File: src/rtl/counter_pkg.sv
// Shared definitions for the lab counter/timer blocks: FSM state encoding and
// the one-shot/periodic mode encoding.
package counter_pkg;

  typedef enum logic [1:0] {
    ST_IDLE = 2'd0,
    ST_RUN  = 2'd1,
    ST_DONE = 2'd2
  } state_t;

  localparam logic MODE_ONESHOT  = 1'b0;
  localparam logic MODE_PERIODIC = 1'b1;

endpackage : counter_pkg

File: src/rtl/up_count_core.sv
// Counting datapath for up_count_timer: the count register with synchronous
// clear and increment, plus the terminal compare.
module up_count_core #(
  parameter int WIDTH = 8
) (
  input  logic             clk,
  input  logic             rst_n,
  input  logic             clear,
  input  logic             step,
  input  logic [WIDTH-1:0] term,
  output logic [WIDTH-1:0] count,
  output logic             at_term
);

  // The controller never asserts step at the terminal value, so the count
  // cannot run past term and the increment never wraps.
  always_ff @(posedge clk or negedge rst_n) begin
    if (!rst_n) begin
      count <= '0;
    end else if (clear) begin
      count <= '0;
    end else if (step) begin
      count <= count + 1'b1;
    end
  end

  assign at_term = (count == term);

endmodule : up_count_core

File: src/rtl/up_count_timer.sv
// Loadable up-counting interval timer: counts from zero to a loaded terminal
// value, pulses tc_pulse for one cycle, then stops (one-shot) or wraps (periodic).
module up_count_timer #(
  parameter int WIDTH = 8
) (
  input  logic             clk,
  input  logic             rst_n,
  input  logic             enable,
  input  logic             load,
  input  logic             mode,
  input  logic [WIDTH-1:0] terminal_value,
  output logic [WIDTH-1:0] out,
  output logic             tc_pulse,
  output logic             busy,
  output logic             done
);

  import counter_pkg::*;

  state_t           state;
  state_t           next_state;
  logic [WIDTH-1:0] term_reg;
  logic             mode_reg;
  logic             at_term;
  logic             terminal_cycle;
  logic             count_clear;
  logic             count_step;
  logic             tc_next;
  logic             busy_next;
  logic             done_next;

  // A load always overrides counting, including on the terminal cycle.
  assign terminal_cycle = (state == ST_RUN) && enable && at_term && !load;
  assign count_step     = (state == ST_RUN) && enable && !at_term && !load;
  assign count_clear    = load || (terminal_cycle && (mode_reg == MODE_PERIODIC));

  up_count_core #(
    .WIDTH (WIDTH)
  ) u_core (
    .clk     (clk),
    .rst_n   (rst_n),
    .clear   (count_clear),
    .step    (count_step),
    .term    (term_reg),
    .count   (out),
    .at_term (at_term)
  );

  always_ff @(posedge clk or negedge rst_n) begin
    if (!rst_n) begin
      term_reg <= '0;
      mode_reg <= MODE_ONESHOT;
    end else if (load) begin
      term_reg <= terminal_value;
      mode_reg <= mode;
    end
  end

  always_ff @(posedge clk or negedge rst_n) begin
    if (!rst_n) begin
      state <= ST_IDLE;
    end else begin
      state <= next_state;
    end
  end

  always_comb begin
    next_state = state;
    if (load) begin
      next_state = ST_RUN;
    end else begin
      case (state)
        ST_RUN: begin
          if (terminal_cycle && (mode_reg == MODE_ONESHOT)) begin
            next_state = ST_DONE;
          end
        end
        ST_IDLE, ST_DONE: next_state = state;
        default:          next_state = ST_IDLE;
      endcase
    end
  end

  // Status flags are registered from next_state so they move with the state.
  always_comb begin
    tc_next   = terminal_cycle;
    busy_next = (next_state == ST_RUN);
    done_next = (next_state == ST_DONE);
  end

  always_ff @(posedge clk or negedge rst_n) begin
    if (!rst_n) begin
      tc_pulse <= 1'b0;
      busy     <= 1'b0;
      done     <= 1'b0;
    end else begin
      tc_pulse <= tc_next;
      busy     <= busy_next;
      done     <= done_next;
    end
  end

endmodule : up_count_timer
File: config.mk
export PLATFORM = sky130hd
export DESIGN_NAME = up_count_timer
export DESIGN_NICKNAME = d
export VERILOG_FILES = /design/src/rtl/counter_pkg.sv /design/src/rtl/up_count_core.sv /design/src/rtl/up_count_timer.sv
export SDC_FILE = /design/constraint.sdc
export NUM_CORES = 1
export LEC_CHECK = 0
export ABC_AREA = 1
export BUFFER_PORTS_ARGS = -buffer_cell sky130_fd_sc_hd__buf_2
export CORE_MARGIN = 2
export CORE_UTILIZATION = 54
export DETAILED_ROUTE_END_ITERATION = 7
export PLACE_DENSITY = 0.78
export SYNTH_ARGS = -nofsm -noshare
export SYNTH_HDL_FRONTEND = slang
export SYNTH_SLANG_ARGS = --single-unit
File: constraint.sdc
create_clock -name clk -period 1.67 [get_ports clk]
set_input_delay 0.334 -clock clk [delete_from_list [all_inputs] [get_ports clk]]
set_output_delay 0.334 -clock clk [all_outputs]
set_load 0.005 [all_outputs]
==> results of run 1 <==
[cells in the mapped netlist, types with 2 or more instances]
cell and number:
nand4_1 5, nand2_1 63, o21ai_0 8, dfrtp_1 22, nor2_2 6, xnor2_1 3, nand2_4 2, xor2_1 2
a21oi_1 5, inv_1 20, nand3_1 12, inv_2 2, nor2_1 7, nor3_1 4, buf_2 2
[routing by layer]
layer | track usage (%) | up-vias | wire length, um
li1 | - | 572 | -
met1 | 26.74 | 519 | 1151
met2 | 38.61 | 21 | 1236
met3 | 3.448 | 5 | 57
met4 | 9.211 | 0 | 55
met5 | 0 | - | 0
[report_power, final]
| part | internal [uW] | switching (uW) | total [uW] |
|---|---|---|---|
| Combinational | 59.0 | 94.5 | 153 |
| Clock | 84.6 | 163 | 248 |
| Sequential | 557 | 22.5 | 579 |
[critical path, stage by stage (launching register included)]
cell     delay (ns)
dfrtp_1        0.49
inv_2          0.13
nand2_1        0.06
nand2_1        0.05
nand2_1        0.06
nor2_2         0.15
nand2_4        0.13
nand2_1        0.13
nand2_1        0.07
a21oi_1        0.16
[cell type report]
class	instances	area, sq um	area share [%]
Inverter	23	86.33	6.161
Sequential cell	22	550.5	39.29
Timing Repair Buffer	25	132.6	9.464
Tap cell	28	35.03	2.500
Clock buffer	3	22.52	1.607
Multi-Input combinational cell	120	574.3	40.98
[cell families after synthesis]
kind of cell | synth area share (%)
DFF | 44.40
buffers and inverters | 9.283
and+or+nand+nor | 36.53
AOI/OAI and AO/OA | 5.247
adders and majority gates | 1.009
xor gates and xnor gates | 3.532
[worst paths after layout]
check                                  start  cells after the start  slack, ns         endpoint
max reg2reg                  u_core.count[4]                      9       0.17  u_core.count[4]
max                          u_core.count[4]                      9       0.17  u_core.count[4]
min reg2reg                      term_reg[2]                      2       0.55      term_reg[2]
max in group asynchronous              rst_n                      2       0.84      term_reg[0]
min in group asynchronous              rst_n                      2       0.48      term_reg[5]
min                        terminal_value[7]                      3       0.21      term_reg[7]
[through the flow]
stage	util, %	setup slack, ns	total power [uW]
after floorplan	-	0.3319	691.6
after global placement	62.48	0.2419	737.6
after detailed placement	62.48	0.1850	742.6
after CTS	63.96	0.1639	985.8
after global routing	63.96	0.02853	1028
final	63.96	0.1743	980.3
==> impl_metrics.tcl, run 1 <==
set metrics [dict create \
    final_common_cell "nand2_1" \
    ys_seq_area_share_pct 44.40 \
    critPathMaxFanout 15 \
    gp_congestion 0.8833 \
    cp.required_ns 1.91 \
    synth_top_area_cell "dfrtp_1" \
    worstSkewPairLatency_ns 0.32 \
    final.min_clock_period_ns 1.496 \
    cts.hold.buffers_added 1 \
    synth-seq-cells 22 \
    power_density_mw_per_mm2 699.5 \
    worst_slew_pin_slew_ns 0.4849 \
    layout_common_cells "nand2_1, buf_2, dfrtp_1" \
    syn_avg_cell_area_sq_um 7.294 \
    synth_edf_count 0 \
    rsz0062_at_grt "no" \
    yosys.area.top_type_share_pct 44.40 \
    synth.top_cells.by_area "dfrtp_1, nand2_1, inv_1" \
    core_sq_mm 0.002191 \
    max_freq_ghz 0.6686 \
    die_h_um 51.92 \
    cts_buffers 3 \
    worstHoldPathType "in -> reg" \
    drc_errors 0 \
    fp.dieW_um 51.92 \
    final_cells 221 \
    drtAntennaViolNets 0 \
    endpoint_kind "register" \
    fill_cells 198 \
    finalSetupViolCount 0 \
    avgViaCountPerCell 5.054 \
    synth.cell_area_sq_mm 0.001240 \
    synth_ff_type "dfrtp_1" \
    drive_gt1_share_pct 19.69 \
    fin_nets 209 \
    io_buffers 23 \
    cts_tree "done" \
    synthCells 170 \
    cts.clk_slew.worst_paths_ns 0.13 \
    cts_root_buf "clkbuf_4" \
    p_leak_uw 0.0007574 \
    drt-pass1-iter-count 4 \
    worstPathArrival_ns 1.73 \
    dieArea_sq_mm 0.002696 \
    num_rows 17 \
    synthArstFlopShare_pct 100.0 \
    yosysUniqueCellTypes 22 \
    gr-total-overflow 0 \
    routed-via-count 1117 \
    post_cts_resized 0 \
    initial_core_util_pct 56.60 \
    maxSlewViolCount 0 \
    critPathKind "reg -> reg" \
    antenna_found_initial 0 \
    start_kind "register" \
    irDropWorstVdd_mv 0.4497 \
    stdcell_area_sq_mm 0.001401 \
    track_usage_pct 22.10 \
    dp_hpwl_um 1863 \
    placed_area_sq_mm 0.001369 \
    finalHoldViolations 0 \
    cts_buffer_depth 2 \
    wl_per_cell_um 11.31 \
    setup_tns_ns 0 \
    ioPinCount 24 \
    yosysWarnings 0 \
    place_inst 217 \
    clock_skew_ns 0.01555 \
    antennaDiodeCount 0 \
    grt_first_pass_wirelength_um 4443 \
    whs_ns 0.2067 \
    post_cts_buffers 0 \
    area_delta_synth_final_pct 13.02 \
    cts.sinks 22 \
    syn_nets 184 \
    initialDrtViolationCount 24 \
    status "complete, no violations" \
    maxCapViolations 0 \
    wirelength_um 2500 \
    grt_max_degree 23 \
    slew_headroom_pct 67.68 \
    grt_pass1_vias 1061 \
    post-route-period-util_pct 89.56 \
    h-tree-depth 1 \
]
Note: power is estimated with default switching activity, not from simulation.
==> run 2: changes to the inputs <==
GPL_TIMING_DRIVEN = 0   (was default)
clock period = 1.6 ns   (was 1.67 ns; I/O delays follow)
==> run 2 against run 1 <==
Against the previous run:
- count of clock-buffer cells in the layout is 1 higher
- die area stayed put
- hold slack better by 0.0043 ns
- non-clock buffer count is 6 higher
- sequential share of layout area is 1.3 points lower
- clock skew is 0.014 ns lower
- register-to-register slack worse by 0.02 ns
- wire length is 6.8% higher
- power is 10% higher
- utilization is 2.9 points higher
- largest power group unchanged
- flip-flop and latch count stayed put
- clock power is 25% higher
==> impl_metrics.tcl, run 2 (synthesis gave the netlist of run 1 again) <==
set metrics [dict create \
    status "complete, no violations" \
    finalSetupViolCount 0 \
    layout_common_cells "nand2_1, buf_2, inv_1" \
    num_rows 17 \
    fin_nets 215 \
    io_buffers 23 \
    cts_buffers 3 \
    rrSetupSlack_ns 0.15 \
    dp_hpwl_um 1937 \
    worstHoldPathType "in -> reg" \
    clock_skew_ns 0.001419 \
    routed-via-count 1135 \
    cts.sinks 22 \
    cp_common_cell "nand2_1" \
    grt_pass1_vias 1099 \
    cts_root_buf "clkbuf_4" \
    irDropWorstVdd_mv 0.5169 \
    crit_slowest_cell "dfrtp_1" \
    grt_max_degree 23 \
    worst_slew_pin_slew_ns 0.4930 \
    power_density_mw_per_mm2 739.2 \
    maxSlewViolCount 0 \
    cts_buffer_depth 2 \
    dieArea_sq_mm 0.002696 \
    maxCapViolations 0 \
    critPathKind "reg -> reg" \
    worstPathArrival_ns 1.66 \
    gr-total-overflow 0 \
    antenna_found_initial 0 \
    initialDrtViolationCount 33 \
    reg2reg_from "u_core.count[2]" \
    finalHoldViolations 0 \
    start_kind "register" \
    hold_end "term_reg[2]" \
    startpoint "u_core.count[2]" \
    wirelength_um 2669 \
    drc_errors 0 \
    cp.required_ns 1.81 \
    ioPinCount 24 \
    core_sq_mm 0.002191 \
    initial_core_util_pct 56.60 \
    min_from "terminal_value[2]" \
    slew_headroom_pct 67.14 \
    h-tree-depth 1 \
    max_freq_ghz 0.6900 \
    p_leak_uw 0.0007807 \
    drive_gt1_share_pct 25.00 \
    drt-pass1-iter-count 4 \
    rsz0062_at_grt "no" \
    cts.clk_slew.worst_paths_ns 0.12 \
    hold_path_depth 3 \
    avgViaCountPerCell 4.978 \
    final.min_clock_period_ns 1.449 \
    grt_first_pass_wirelength_um 4491 \
    antennaDiodeCount 0 \
    rr_endpoint "u_core.count[6]" \
    track_usage_pct 22.24 \
    fp.dieW_um 51.92 \
    crit_buf_inv 2 \
    worstSkewPairLatency_ns 0.31 \
    gp_congestion 0.8130 \
    cp_top_family "simple AND/OR/NAND/NOR gates" \
    ff2ff_path_depth 10 \
    final_common_cell "nand2_1" \
    die_h_um 51.92 \
    drtAntennaViolNets 0 \
    area_delta_synth_final_pct 18.16 \
    cpPeakStageDelay_ns 0.39 \
    critPathMaxFanout 10 \
    endpoint_kind "register" \
    post-route-period-util_pct 90.58 \
    wl_per_cell_um 11.71 \
    fin_util_pct 66.88 \
    path_cells "buf_2 > xnor2_1 > nand2_1 > nor2_4 > nand2_4 > buf_6 > nand3_1 > nand2_1 > nand2_1 > nor2_2" \
    setup_tns_ns 0 \
    cts_tree "done" \
]
run 2: cell count changes in the layout (fill, tap and decap cells not counted), sizes merged:
cell and change:
buf +5, clkbuf +2
run 2: area by class of cell:
type	instances	area, sq um
timing repair buffer	26	140.1
clock buffer	4	36.28
inverter	23	86.33
tap	28	35.03
fill	205	725.7
sequential	22	556.8
buffer	5	28.78
multi-input combinational	120	581.8
run 2: worst min-delay path, cell delays in order:
cell,delay (ns)
buf_2,0.08
nand2_1,0.04
nand2_1,0.05
run 2: worst max-delay path by stage:
stage	to	depth (start not counted)	slack [ns]
after global placement	u_core.count[6]	11	0.15
after detailed placement	u_core.count[4]	9	0.11
after global routing	u_core.count[6]	12	0.002
after CTS	u_core.count[4]	9	0.09
after floorplan	u_core.count[6]	10	0.26
final	u_core.count[6]	10	0.15
run 2: routing by layer:
metal,vias to the layer above,GRT usage [%],share of wire (%)
met5,-,0,0
met2,29,40.51,51
met3,4,3.736,3.9
met4,0,6.579,1.0
li1,585,-,-
met1,517,26.48,44
run 2: repair_timing:
item | in CTS | in global routing
endpoints found under the hold margin | 22 | 0
buffers inserted | 0 | 2
gates resized for setup | 0 | 7
endpoints found under the setup margin | 0 | 8
hold buffers | 1 | 0
run 2: where the power goes:
part           switching, uW  internal (uW)
sequential              23.2            582
clock                    171            139
combinational            105           63.2
run 2: through the flow:
step                total power, uW  std cells  instance area (sq um)  hold WS, ns  setup WS [ns]
finish                         1083        228                   1465       0.2111         0.1507
floorplan                     721.9        170                   1240      0.02441         0.2619
global placement              770.7        221                   1390       0.3052         0.1512
detailed placement            779.9        221                   1390       0.3166         0.1072
global route                   1143        228                   1465       0.2151       0.002038
CTS                            1090        226                   1436       0.2016        0.09026
==> run 3: changes to the inputs <==
--- a/config.mk
+++ b/config.mk
@@ -9,9 +9,10 @@
 export BUFFER_PORTS_ARGS = -buffer_cell sky130_fd_sc_hd__buf_2
 export CORE_MARGIN = 2
-export CORE_UTILIZATION = 54
+export CORE_UTILIZATION = 52
 export DETAILED_ROUTE_END_ITERATION = 7
 export GPL_TIMING_DRIVEN = 0
-export PLACE_DENSITY = 0.78
+export PLACE_DENSITY = 0.77
 export SYNTH_ARGS = -nofsm -noshare
 export SYNTH_HDL_FRONTEND = slang
+export SYNTH_HIERARCHICAL = 1
 export SYNTH_SLANG_ARGS = --single-unit
==> constraint.sdc (replaced) <==
create_clock -name clk -period 1.6 [get_ports clk]
set_input_delay 0.32 -clock clk [delete_from_list [all_inputs] [get_ports clk]]
set_output_delay 0.32 -clock clk [all_outputs]
set_load 0.02 [all_outputs]
==> run 3 against run 2 <==
Against the previous run:
- the run now ends with setup timing left
- via count down 12%
- setup slack worse by 0.37 ns
- synthesized area is 12% lower
- clock skew barely moved
- sequential share of layout area is 0.89 points lower
- cell count decreased by 10%
- flip-flop and latch count unchanged
- clock power is essentially flat
- synthesized cell count down 22%
- sequential power decreased by 0.8%
- design area up 2.4%
- wire length shrank 3.5%
- critical path type unchanged
==> impl_metrics.tcl, run 3 <==
set metrics [dict create \
    initialDrtViolationCount 23 \
    final_common_cell "nand2_1" \
    regArea_sq_um 556.8 \
    finalSetupViolCount 8 \
    core_sq_mm 0.001982 \
    area_delta_synth_final_pct 36.87 \
    layout_common_cells "nand2_1, buf_2, dfrtp_1" \
    cts.clk_slew.worst_paths_ns 0.12 \
    whs_ns 0.2012 \
    routed-via-count 1002 \
    cts_root_buf "clkbuf_4" \
    stdcell_area_sq_mm 0.001500 \
    cp.required_ns 1.81 \
    synth_common_cells "nand2_1, dfrtp_1, nor2_1, inv_1, xor2_1" \
    final_cells 205 \
    synth.cell_area_sq_mm 0.001096 \
    placed_area_sq_mm 0.001270 \
    synth_edf_count 0 \
    critPathKind "reg -> reg" \
    grt_max_degree 23 \
    synth_top_area_cell "dfrtp_1" \
    wirelength_um 2576 \
    grt_pass1_vias 933 \
    cts.sinks 22 \
    drt-pass1-iter-count 4 \
    cpPeakStageDelay_ns 0.41 \
    yosysUniqueCellTypes 22 \
    post-route-period-util_pct 113.7 \
    p_leak_uw 0.0008105 \
    die_h_um 49.91 \
    place_inst 183 \
    crit_slowest_cell "dfrtp_1" \
    clock_skew_ns 0.0009456 \
    worstPathArrival_ns 2.03 \
    fill_cells 149 \
    avgViaCountPerCell 4.888 \
    cts_buffer_depth 2 \
    num_rows 16 \
    path_cells "xor2_1 > nor2_1 > nand2_1 > nor2_4 > nand2_2 > nor2_4 > nand2_2 > nand2_4 > buf_4 > buf_6 > buf_6 > a21oi_1 > nand2_1 > inv_1" \
    power_density_mw_per_mm2 716.0 \
    yosysWarnings 6 \
    drive_gt1_share_pct 39.33 \
    maxSlewViolCount 0 \
    worstHoldPathType "in -> reg" \
    setup_tns_ns -1.115 \
    final.min_clock_period_ns 1.819 \
    critPathMaxFanout 3 \
    track_usage_pct 22.19 \
    maxCapViolations 0 \
    fin_nets 193 \
    synth.top_cells.by_area "dfrtp_1, nand2_1, xor2_1" \
    io_buffers 23 \
    syn_avg_cell_area_sq_um 8.241 \
    synth-seq-cells 22 \
    drtAntennaViolNets 0 \
    yosysMostFrequentCell "nand2_1" \
    irDropWorstVdd_mv 0.5499 \
    status "finished, violations left" \
    synthArstFlopShare_pct 100.0 \
    gp_congestion 0.8587 \
    cts_tree "done" \
    ioPinCount 24 \
    setup_slack_ns -0.2189 \
    syn_nets 147 \
    gr-total-overflow 0 \
    multi_input_area_sq_um 540.5 \
    slew_headroom_pct 67.18 \
    antennaDiodeCount 0 \
    h-tree-depth 1 \
    rsz0062_at_grt "yes" \
    fp.dieW_um 49.91 \
    ys_seq_area_share_pct 50.23 \
    worst_slew_pin_slew_ns 0.4924 \
    drc_errors 0 \
    dp_hpwl_um 1587 \
    synthCells 133 \
    finalHoldViolations 0 \
    antenna_found_initial 0 \
    pre_cts_ws_ns -0.2941 \
    cts_buffers 3 \
    grt_first_pass_wirelength_um 4153 \
    wl_per_cell_um 12.57 \
    worstSkewPairLatency_ns 0.30 \
    initial_core_util_pct 55.30 \
    dieArea_sq_mm 0.002491 \
    endpoint_kind "register" \
    yosys.area.top_type_share_pct 50.23 \
    max_freq_ghz 0.5498 \
    failed_checks "setup timing" \
    start_kind "register" \
    synth_ff_type "dfrtp_1" \
]
run 3: changes by cell type after synthesis, sizes merged:
cell	previous run	this run
a211oi	0	1
buf	4	2
clkinv	1	0
inv	22	13
nand2	65	48
nand3	12	7
nand4	5	2
nor2	14	16
nor3	4	2
o21ai	8	3
xnor2	3	1
xor2	2	8
run 3: where the power goes:
group | switching (uW) | total, uW | internal (uW)
Sequential | 19.1 | 600 | 581
Combinational | 91.1 | 163 | 72.2
Clock | 172 | 311 | 139
Total | 283 | 1070 | 792
run 3: through the flow:
stage                     power (uW)  utilization, %
final                           1074           75.69
after global placement         723.4           64.08
after floorplan                682.6               -
after detailed placement       730.7           64.08
after CTS                       1050           71.46
after global routing            1130           75.69
run 3: kinds of logic (layout without fill, tap and decap cells):
kind of cell	count (synthesis)	count (layout)	synth area share, %
compound gates	9	9	4.337
buf+inv	16	61	5.822
simple gates	76	76	31.28
xor+xnor	9	9	7.192
flops	22	22	50.23
fa+ha+maj	1	1	1.141
run 3: final timing paths:
check,end,depth (start not counted),start,slack (ns)
worst max-delay path,u_core/count[5],14,term_reg[7],-0.22
worst max register to register,u_core/count[5],14,term_reg[7],-0.22
max in group asynchronous,u_core/count[3],2,rst_n,0.75
worst min register to register,term_reg[0],2,term_reg[0],0.50
min in group asynchronous,tc_pulse,2,rst_n,0.49
worst min-delay path,term_reg[2],3,terminal_value[2],0.20
run 3: cell type report:
type	count	share of cell area, %
Tap cell	27	2.252
Clock buffer	4	2.419
Inverter	13	3.420
Buffer	2	0.6672
Timing Repair Buffer	42	18.10
Multi-Input combinational cell	95	36.03
Sequential cell	22	37.11
run 3: critical path, delay by kind of cell (launching register included):
family / cells / cell delay, ns
DFF: 1 / 0.41
and+or+nand+nor: 8 / 0.78
AOI/OAI and AO/OA: 1 / 0.04
buffers and inverters: 4 / 0.35
xor gates and xnor gates: 1 / 0.16
run 3: what timing repair did:
| item | in CTS | in global routing |
|---|---|---|
| endpoints found under the setup margin | 8 | 8 |
| pin swaps | 9 | 1 |
| endpoints found under the hold margin | 22 | 0 |
| buffers inserted | 13 | 5 |
| resized for setup | 7 | 12 |
| hold buffers | 1 | 0 |
| cloned | 0 | 0 |
run 3: routing by layer:
metal	routed length (um)	share of wire [%]	track usage, %	vias up
met5	0	0	0	-
met4	0	0	6.481	0
met3	108	4.2	3.636	0
met2	1338	52	38.00	26
met1	1128	44	28.83	471
li1	-	-	-	505
